$ cat config.mk
export PLATFORM = sky130hd
export DESIGN_NAME = uart_step_regfile_flat
export DESIGN_NICKNAME = d
export VERILOG_FILES = /design/src/rtl/uart_step_regfile_if.sv /design/src/rtl/uart_step_regfile.sv /design/src/flat_wrapper.sv
export SDC_FILE = /design/constraint.sdc
export NUM_CORES = 2
export LEC_CHECK = 0
export ABC_AREA = 0
export CORE_AREA = 2 2 484 486
export DETAILED_ROUTE_END_ITERATION = 12
export DIE_AREA = 0 0 486 488
export GPL_TIMING_DRIVEN = 0
export SKIP_CTS_REPAIR_TIMING = 1
export SLEW_MARGIN = 20
export SYNTH_ARGS = -nofsm -noshare
export SYNTH_HDL_FRONTEND = slang
export SYNTH_SLANG_ARGS = --single-unit
$ cat constraint.sdc
create_clock -name clk12 -period 64.6 [get_ports clk12]
set_input_delay 12.92 -clock clk12 [delete_from_list [all_inputs] [get_ports clk12]]
set_output_delay 12.92 -clock clk12 [all_outputs]
set_load 0.02 [all_outputs]
$ cat src/rtl/uart_step_regfile_if.sv
// rtl/uart_step_regfile_if.sv - instruction and regfile-dump handshakes between the UART side and the step block
interface uart_step_regfile_if #(
  parameter int XLEN  = 32,
  parameter int NREGS = 32
);
  logic                  inst_valid;
  logic                  inst_ready;
  logic [XLEN-1:0]       inst_data;
  logic                  dump_valid;
  logic                  dump_ready;
  logic [NREGS*XLEN-1:0] dump_data;
  logic [NREGS-1:0]      dump_mask;

  modport master (
    output inst_valid, inst_data, dump_ready,
    input  inst_ready, dump_valid, dump_data, dump_mask
  );

  modport slave (
    input  inst_valid, inst_data, dump_ready,
    output inst_ready, dump_valid, dump_data, dump_mask
  );
endinterface

$ cat src/rtl/uart_step_regfile.sv
// rtl/uart_step_regfile.sv - single-step processor clock burst generator with hosted regfile and dirty-mask dump
module uart_step_regfile #(
  parameter int              XLEN        = 32,
  parameter int              NREGS       = 32,
  parameter int              AW          = 5,
  parameter int              STEP_CYCLES = 5,
  parameter int              HALF_PERIOD = 1,
  parameter logic [XLEN-1:0] NOP         = XLEN'(32'h00000013)
) (
  input  logic                  clk12,
  input  logic                  rst,
  uart_step_regfile_if.slave    uart,
  output logic                  clk_proc,
  output logic [XLEN-1:0]       inst_out,
  output logic                  busy,
  input  logic                  rf_we,
  input  logic [AW-1:0]         rf_waddr,
  input  logic [XLEN-1:0]       rf_wdata,
  input  logic [AW-1:0]         rf_raddr0,
  input  logic [AW-1:0]         rf_raddr1,
  output logic [XLEN-1:0]       rf_rdata0,
  output logic [XLEN-1:0]       rf_rdata1,
  output logic                  overrun,
  input  logic                  overrun_clr
);
  typedef enum logic [1:0] {S_IDLE, S_LOW, S_HIGH, S_DUMP} state_t;

  localparam int PW = (HALF_PERIOD > 1) ? $clog2(HALF_PERIOD) : 1;
  localparam int CW = (STEP_CYCLES > 1) ? $clog2(STEP_CYCLES) : 1;
  localparam int IW = (NREGS > 1) ? $clog2(NREGS) : 1;
  localparam logic [PW-1:0] LAST_PHASE = PW'(HALF_PERIOD - 1);
  localparam logic [CW-1:0] LAST_CYCLE = CW'(STEP_CYCLES - 1);

  state_t          state;
  logic [PW-1:0]   phase_cnt;
  logic [CW-1:0]   cycle_cnt;
  logic [XLEN-1:0] inst_reg;
  logic [XLEN-1:0] regs [NREGS];
  logic [NREGS-1:0] dirty;
  logic            proc_rise;
  logic            wr_en;
  logic            dump_fire;

  assign proc_rise = (state == S_LOW) && (phase_cnt == LAST_PHASE);
  assign wr_en     = proc_rise && rf_we && (rf_waddr != '0) && (32'(rf_waddr) < NREGS);
  assign dump_fire = uart.dump_valid && uart.dump_ready;

  always_ff @(posedge clk12 or posedge rst) begin
    if (rst) begin
      state           <= S_IDLE;
      clk_proc        <= 1'b1;
      uart.inst_ready <= 1'b1;
      busy            <= 1'b0;
      uart.dump_valid <= 1'b0;
      inst_reg        <= '0;
      phase_cnt       <= '0;
      cycle_cnt       <= '0;
    end else begin
      case (state)
        S_IDLE: begin
          if (uart.inst_valid) begin
            inst_reg        <= uart.inst_data;
            cycle_cnt       <= '0;
            phase_cnt       <= '0;
            clk_proc        <= 1'b0;
            uart.inst_ready <= 1'b0;
            busy            <= 1'b1;
            state           <= S_LOW;
          end
        end
        S_LOW: begin
          if (phase_cnt == LAST_PHASE) begin
            phase_cnt <= '0;
            clk_proc  <= 1'b1;
            state     <= S_HIGH;
          end else begin
            phase_cnt <= phase_cnt + 1'b1;
          end
        end
        S_HIGH: begin
          if (phase_cnt == LAST_PHASE) begin
            phase_cnt <= '0;
            if (cycle_cnt == LAST_CYCLE) begin
              uart.dump_valid <= 1'b1;
              state           <= S_DUMP;
            end else begin
              cycle_cnt <= cycle_cnt + 1'b1;
              clk_proc  <= 1'b0;
              state     <= S_LOW;
            end
          end else begin
            phase_cnt <= phase_cnt + 1'b1;
          end
        end
        S_DUMP: begin
          if (uart.dump_ready) begin
            uart.dump_valid <= 1'b0;
            uart.inst_ready <= 1'b1;
            busy            <= 1'b0;
            state           <= S_IDLE;
          end
        end
        default: state <= S_IDLE;
      endcase
    end
  end

  // The step instruction is only visible during the first processor cycle.
  always_comb begin
    inst_out = NOP;
    if ((state == S_LOW || state == S_HIGH) && cycle_cnt == '0)
      inst_out = inst_reg;
  end

  function automatic logic [XLEN-1:0] rd(input logic [AW-1:0] a);
    if (a != '0 && 32'(a) < NREGS)
      return regs[a[IW-1:0]];
    return '0;
  endfunction

  // Reads sample pre-write contents; regs[0] is never written so it stays zero.
  always_ff @(posedge clk12 or posedge rst) begin
    if (rst) begin
      for (int i = 0; i < NREGS; i++)
        regs[i] <= '0;
      dirty     <= '0;
      rf_rdata0 <= '0;
      rf_rdata1 <= '0;
    end else begin
      if (dump_fire)
        dirty <= '0;
      if (proc_rise) begin
        rf_rdata0 <= rd(rf_raddr0);
        rf_rdata1 <= rd(rf_raddr1);
        if (wr_en) begin
          regs[rf_waddr[IW-1:0]]  <= rf_wdata;
          dirty[rf_waddr[IW-1:0]] <= 1'b1;
        end
      end
    end
  end

  always_ff @(posedge clk12 or posedge rst) begin
    if (rst)
      overrun <= 1'b0;
    else if (uart.inst_valid && !uart.inst_ready)
      overrun <= 1'b1;
    else if (overrun_clr)
      overrun <= 1'b0;
  end

  for (genvar g = 0; g < NREGS; g++) begin : g_dump
    assign uart.dump_data[g*XLEN +: XLEN] = regs[g];
  end
  assign uart.dump_mask = dirty;
endmodule

$ cat src/flat_wrapper.sv
// flat-port wrapper written by rule: the top's interface ports become plain ports
module uart_step_regfile_flat 
#(
  parameter int              XLEN        = 32,
  parameter int              NREGS       = 32,
  parameter int              AW          = 5,
  parameter int              STEP_CYCLES = 5,
  parameter int              HALF_PERIOD = 1,
  parameter logic [XLEN-1:0] NOP         = XLEN'(32'h00000013)
)
  (clk12, rst, clk_proc, inst_out, busy, rf_we, rf_waddr, rf_wdata, rf_raddr0, rf_raddr1, rf_rdata0, rf_rdata1, overrun, overrun_clr, uart_inst_valid, uart_inst_data, uart_dump_ready, uart_inst_ready, uart_dump_valid, uart_dump_data, uart_dump_mask);
  uart_step_regfile_if #(.XLEN(XLEN), .NREGS(NREGS)) uart_i ();
  input  logic clk12;
  input  logic rst;
  output logic clk_proc;
  output logic [XLEN-1:0] inst_out;
  output logic busy;
  input  logic rf_we;
  input  logic [AW-1:0] rf_waddr;
  input  logic [XLEN-1:0] rf_wdata;
  input  logic [AW-1:0] rf_raddr0;
  input  logic [AW-1:0] rf_raddr1;
  output logic [XLEN-1:0] rf_rdata0;
  output logic [XLEN-1:0] rf_rdata1;
  output logic overrun;
  input  logic overrun_clr;
  input wire logic [$bits(uart_i.inst_valid)-1:0] uart_inst_valid;
  input wire logic [$bits(uart_i.inst_data)-1:0] uart_inst_data;
  input wire logic [$bits(uart_i.dump_ready)-1:0] uart_dump_ready;
  output wire logic [$bits(uart_i.inst_ready)-1:0] uart_inst_ready;
  output wire logic [$bits(uart_i.dump_valid)-1:0] uart_dump_valid;
  output wire logic [$bits(uart_i.dump_data)-1:0] uart_dump_data;
  output wire logic [$bits(uart_i.dump_mask)-1:0] uart_dump_mask;
  assign uart_i.inst_valid = uart_inst_valid;
  assign uart_i.inst_data = uart_inst_data;
  assign uart_i.dump_ready = uart_dump_ready;
  assign uart_inst_ready = uart_i.inst_ready;
  assign uart_dump_valid = uart_i.dump_valid;
  assign uart_dump_data = uart_i.dump_data;
  assign uart_dump_mask = uart_i.dump_mask;
  uart_step_regfile #(.XLEN(XLEN), .NREGS(NREGS), .AW(AW), .STEP_CYCLES(STEP_CYCLES), .HALF_PERIOD(HALF_PERIOD), .NOP(NOP)) u_core (.clk12(clk12), .rst(rst), .uart(uart_i), .clk_proc(clk_proc), .inst_out(inst_out), .busy(busy), .rf_we(rf_we), .rf_waddr(rf_waddr), .rf_wdata(rf_wdata), .rf_raddr0(rf_raddr0), .rf_raddr1(rf_raddr1), .rf_rdata0(rf_rdata0), .rf_rdata1(rf_rdata1), .overrun(overrun), .overrun_clr(overrun_clr));
endmodule
# == Word-level counts from Yosys, hierarchy flattened ==
# Cells that the tools add are included.
# totals
ff_bits,1163
input_bits,85
out_inout_bits,1157
wordCells,147
# classes
add_sub_neg,2
n_lt_le_gt_ge,6
eq_ne,10
muxes,50
n_bitwise,5
n_reduce_logical,30
# op_table
op,n
bitwise mux 1024 bit,1
2-to-1 mux 32 bit,13
binary-select mux 32 bit (select 5 bit),2
demux 32 bit (select 5 bit),1
OR 32 bit,1
"greater-or-equal comparator 6 bit, second input constant",3
inverter 5 -> 6 bit,3
2-to-1 mux 1 bit,17
nonzero test 5 bit,3
AND reduction 4 bit,3
2-to-1 mux 2 bit,5
"inequality test 2 bit, second input constant",5
nonzero test 2 bit,5
2-to-1 mux 3 bit,3
logical AND 1 bit,8
case mux 1 bit (2 select lines),4
case mux 2 bit (4 select lines),1
"< comparator 5 x 6 -> 1 bit, second input constant",1
"< comparator 6 x 1 -> 1 bit, second input constant",1
case mux 3 bit (2 select lines),1
AND reduction 2 bit,3
demux 1 bit (select 5 bit),1
"greater-or-equal comparator 5 x 1 -> 1 bit, second input constant",1
AND reduction 5 bit,1
other kinds (15),16

# == Depth between registers and ports, before layout ==
# depth
word_depth,7
mapped_depth,9
mapped_depth_nobuf,7

# == Least setup slack after synthesis ==
# OpenSTA, ideal clock, no wires.
# synth_timing
path_type,input to register
startpoint,input rf_raddr1[0]
endpoint,register u_core.rf_rdata1[10]
setup_time_ps,133
arrival_ps,14437
required_time_ps,64467
setup_slack_ps,50030
stages,7
n_path_buf,3
cell_sequence,buf_6 -> buf_2 -> buf_2 -> mux4_2 -> o211ai_1 -> a2bb2oi_1 -> nor2_1
# synth_between
elab_chain_cells,6
word_cells_on_any_way,9
classes_between,mux (7); bitwise (1); reduce/logical (1)
# synth_lines
element,line_no,rtl
from (decl),flat_wrapper.sv:22,input logic [AW-1:0] rf_raddr1;
inverter 5 -> 6 bit (not written as such),uart_step_regfile.sv:117,return regs[a[IW-1:0]];
binary-select mux 32 bit (select 5 bit),uart_step_regfile.sv:117,
2-to-1 mux 32 bit (not written as such) (2 in a row),uart_step_regfile.sv:117,
2-to-1 mux 32 bit,uart_step_regfile.sv:116,if (a != '0 && 32'(a) < NREGS)
2-to-1 mux 32 bit *,uart_step_regfile.sv:118,return '0;
to (signal assigned),uart_step_regfile.sv:134,rf_rdata1 <= rd(rf_raddr1);
to (decl),uart_step_regfile.sv:22,"output logic [XLEN-1:0] rf_rdata1,"
# Every way passes the cells marked *; elsewhere a longest branch is shown, timed or not. The select of a mux whose other input is x is not followed.
# A chain may end at the register's enable or synchronous reset.

# == Worst setup path after layout ==
# layout_timing
startpoint,input rf_raddr1[2]
endpoint,register u_core.rf_rdata1[30]
# Same word-level chain as after synthesis.

==> results.toml <==
[sta]
timing.setup.tns_ns = 0
fin_worst_skew_ns = 0.0314
grt_setup_unrepaired = "no"
finalSetupViolCount = 0
slew_viol_final = 0
timing.hold.ws_ns = 0.474
worst_slew_pin_slew_ns = 1.28
fin_crit_sh = 0.258
hold_viol_final = 0
period_minus_slack_ns = 16.69
relSlewSlack = 0.146
max_freq_ghz = 0.0599

[logic_synthesis]
synth_edf_count = 0
syn-num-nets = 4357
ys.warnings.count = 0
avgSynthCellArea_sq_um = 14.0
syn-instance-count = 4265
netlist_area_sq_um = 59800
synthArstFlopShare = 1.00
synthDistinctLibCells = 51
yosys_register_bits = 1162
synth_seq_area_share = 0.486
dominantRegCellSynth = "dfrtp_1"

[grt]
grt_start_max_net_pins = 105
grt_first_pass_wirelength_um = 483000
antenna_found_initial = 57
grt_pass1_vias = 47700
track_usage = 0.307
grt_remaining_overflow = 0

[placed_design]
placed_cells = 8558
hpwlAfterDp_um = 306000
port-buffer-count = 1235
gp_congestion = 0.939

[route]
drtPass1Iterations = 6
drcViolationCount = 0
vias = 48200
vias_per_cell = 5.44
wl_per_cell_um = 42.2
wl_um = 374000
ant_nets = 0
first_iter_violations = 4476

[clock_network]
clk_path_buf_depth = 3
cts_buffers = 151
cts.sinks = 1162
clk_pin_slew_ns = 0.06
insertion_delay_ns = 0.83
cts_tree = "built"
clockRootBuffer = "clkbuf_16"
htreeDepth = 4

[power]
cellPowerDensity_nw_per_um2 = 40.1
peakVddDrop_v = 0.0000218
p_leak_nw = 35.5

[worst_setup_path]
path_buf_inv = 4
worstPathMaxFanout = 10
crit_slowest_cell = "clkdlybuf4s50_1"
endpoint_kind = "flip-flop"
critical_path_class = "in2reg"
slowest_delay_ns = 0.94
path_common_cell = "clkbuf_1"
crit_arrival_ns = 17.34
startpoint_type = "input pin"
required_ns = 65.25
crit_chain = "clkdlybuf4s50_1 -> buf_2 -> clkbuf_1 -> nand3_1 -> clkbuf_1 -> o22ai_1 -> a2bb2oi_1 -> nor2_1"
cpLargestDelayFamily = "buffers and inverters"

[job]
drv_cap = 0

[finish]
drive_above_1_share = 0.312
fin_util = 0.352
largest_reg_flops = 1024
fin_nets = 5760
stdcell_count = 8861
syn2layout_area_growth_pct = 36.5

[floorplan]
start_util = 0.258
ios = 1242
design.core.area_sq_um = 232000
dieArea_sq_um = 237000
die_h_um = 488
rows = 177
die_w_um = 486

[min_path]
min_path_type = "reg2reg"

[status]
outcome = "finished, final reports clean"
==> through the flow <==
stage | total power, mW | worst slack [ns] | cell area, sq um
after floorplan | 1.64 | 18.95 | 59800
after global placement | 2.37 | 3.25 | 76000
after detailed placement | 2.38 | 47.06 | 76500
after CTS | 3.29 | 47.90 | 81600
after global routing | 3.38 | 47.77 | 81600
final | 3.28 | 47.91 | 81700
==> layout make-up <==
| type | count | area, sq um |
|---|---|---|
| multi-input cells | 2630 | 28600 |
| flip-flops and latches | 1162 | 29100 |
| plain buffers | 461 | 2160 |
| fillers | 22600 | 150000 |
| inverters | 12 | 52.6 |
| clock inverters | 58 | 785 |
| well taps | 3043 | 3810 |
| repair buffers | 1250 | 12700 |
| clock buffers | 210 | 4360 |
| diodes | 35 | 87.6 |
==> metal layers <==
metal  GRT usage  share of wire  up-vias
li1            -              -    19100
met1       0.407           0.42    26100
met2       0.464           0.44     2559
met3      0.0847          0.090      469
met4       0.141          0.050        2
met5           0       0.000040        -
==> power breakdown <==
part	switching, mW	total [mW]	internal (mW)
registers	0.208	1.11	0.898
clock network	0.369	0.892	0.522
logic	0.725	1.28	0.558
total	1.30	3.28	1.98
==> logic make-up after synthesis <==
kind of cell,synth area share
mux,0.390
flops,0.486
compound gates,0.0626
buf+inv,0.0366
simple gates,0.0237
fa+ha+maj,0.00146
==> final timing paths <==
kind                                      startpoint                    endpoint  slack, ns  depth (start not counted)
max                                     rf_raddr1[2]        u_core.rf_rdata1[30]      47.91                          8
min                        u_core.uart.dump_mask[12]   u_core.uart.dump_mask[12]       0.47                          1
max reg2reg                          u_core.state[1]  u_core.uart.dump_data[480]      60.28                          8
min reg2reg                u_core.uart.dump_mask[12]   u_core.uart.dump_mask[12]       0.47                          1
max in group asynchronous                        rst  u_core.uart.dump_data[250]      49.85                          6
min in group asynchronous                        rst  u_core.uart.dump_data[578]      12.48                          2
==> layout by cell type (no fill, tap or decap), drive strengths merged, types with 30 or more instances in the layout <==
master         instances
clkdlybuf4s50       1235
dfrtp               1160
mux2                1087
clkbuf               461
mux2i                378
mux4                 324
buf                  225
nor2                 159
o22ai                123
a21oi                 71
o21ai                 70
o211ai                62
a2bb2oi               62
a22oi                 60
a2111oi               60
diode                 35
nand2                 32
clkinv                31
and2                  30
==> synthesized netlist by cell type (62+ instances only) <==
master | count | area share
a21oi_1 | 71 | 0.0059
a2bb2oi_1 | 62 | 0.0091
buf_2 | 162 | 0.014
clkbuf_1 | 251 | 0.016
dfrtp_1 | 1160 | 0.49
mux2_1 | 101 | 0.019
mux2_2 | 986 | 0.19
mux2i_1 | 378 | 0.063
mux4_2 | 324 | 0.12
nor2_1 | 147 | 0.0092
o211ai_1 | 62 | 0.0078
o21ai_0 | 70 | 0.0059
o22ai_1 | 123 | 0.013
Note: power is estimated with default switching activity, not from simulation.
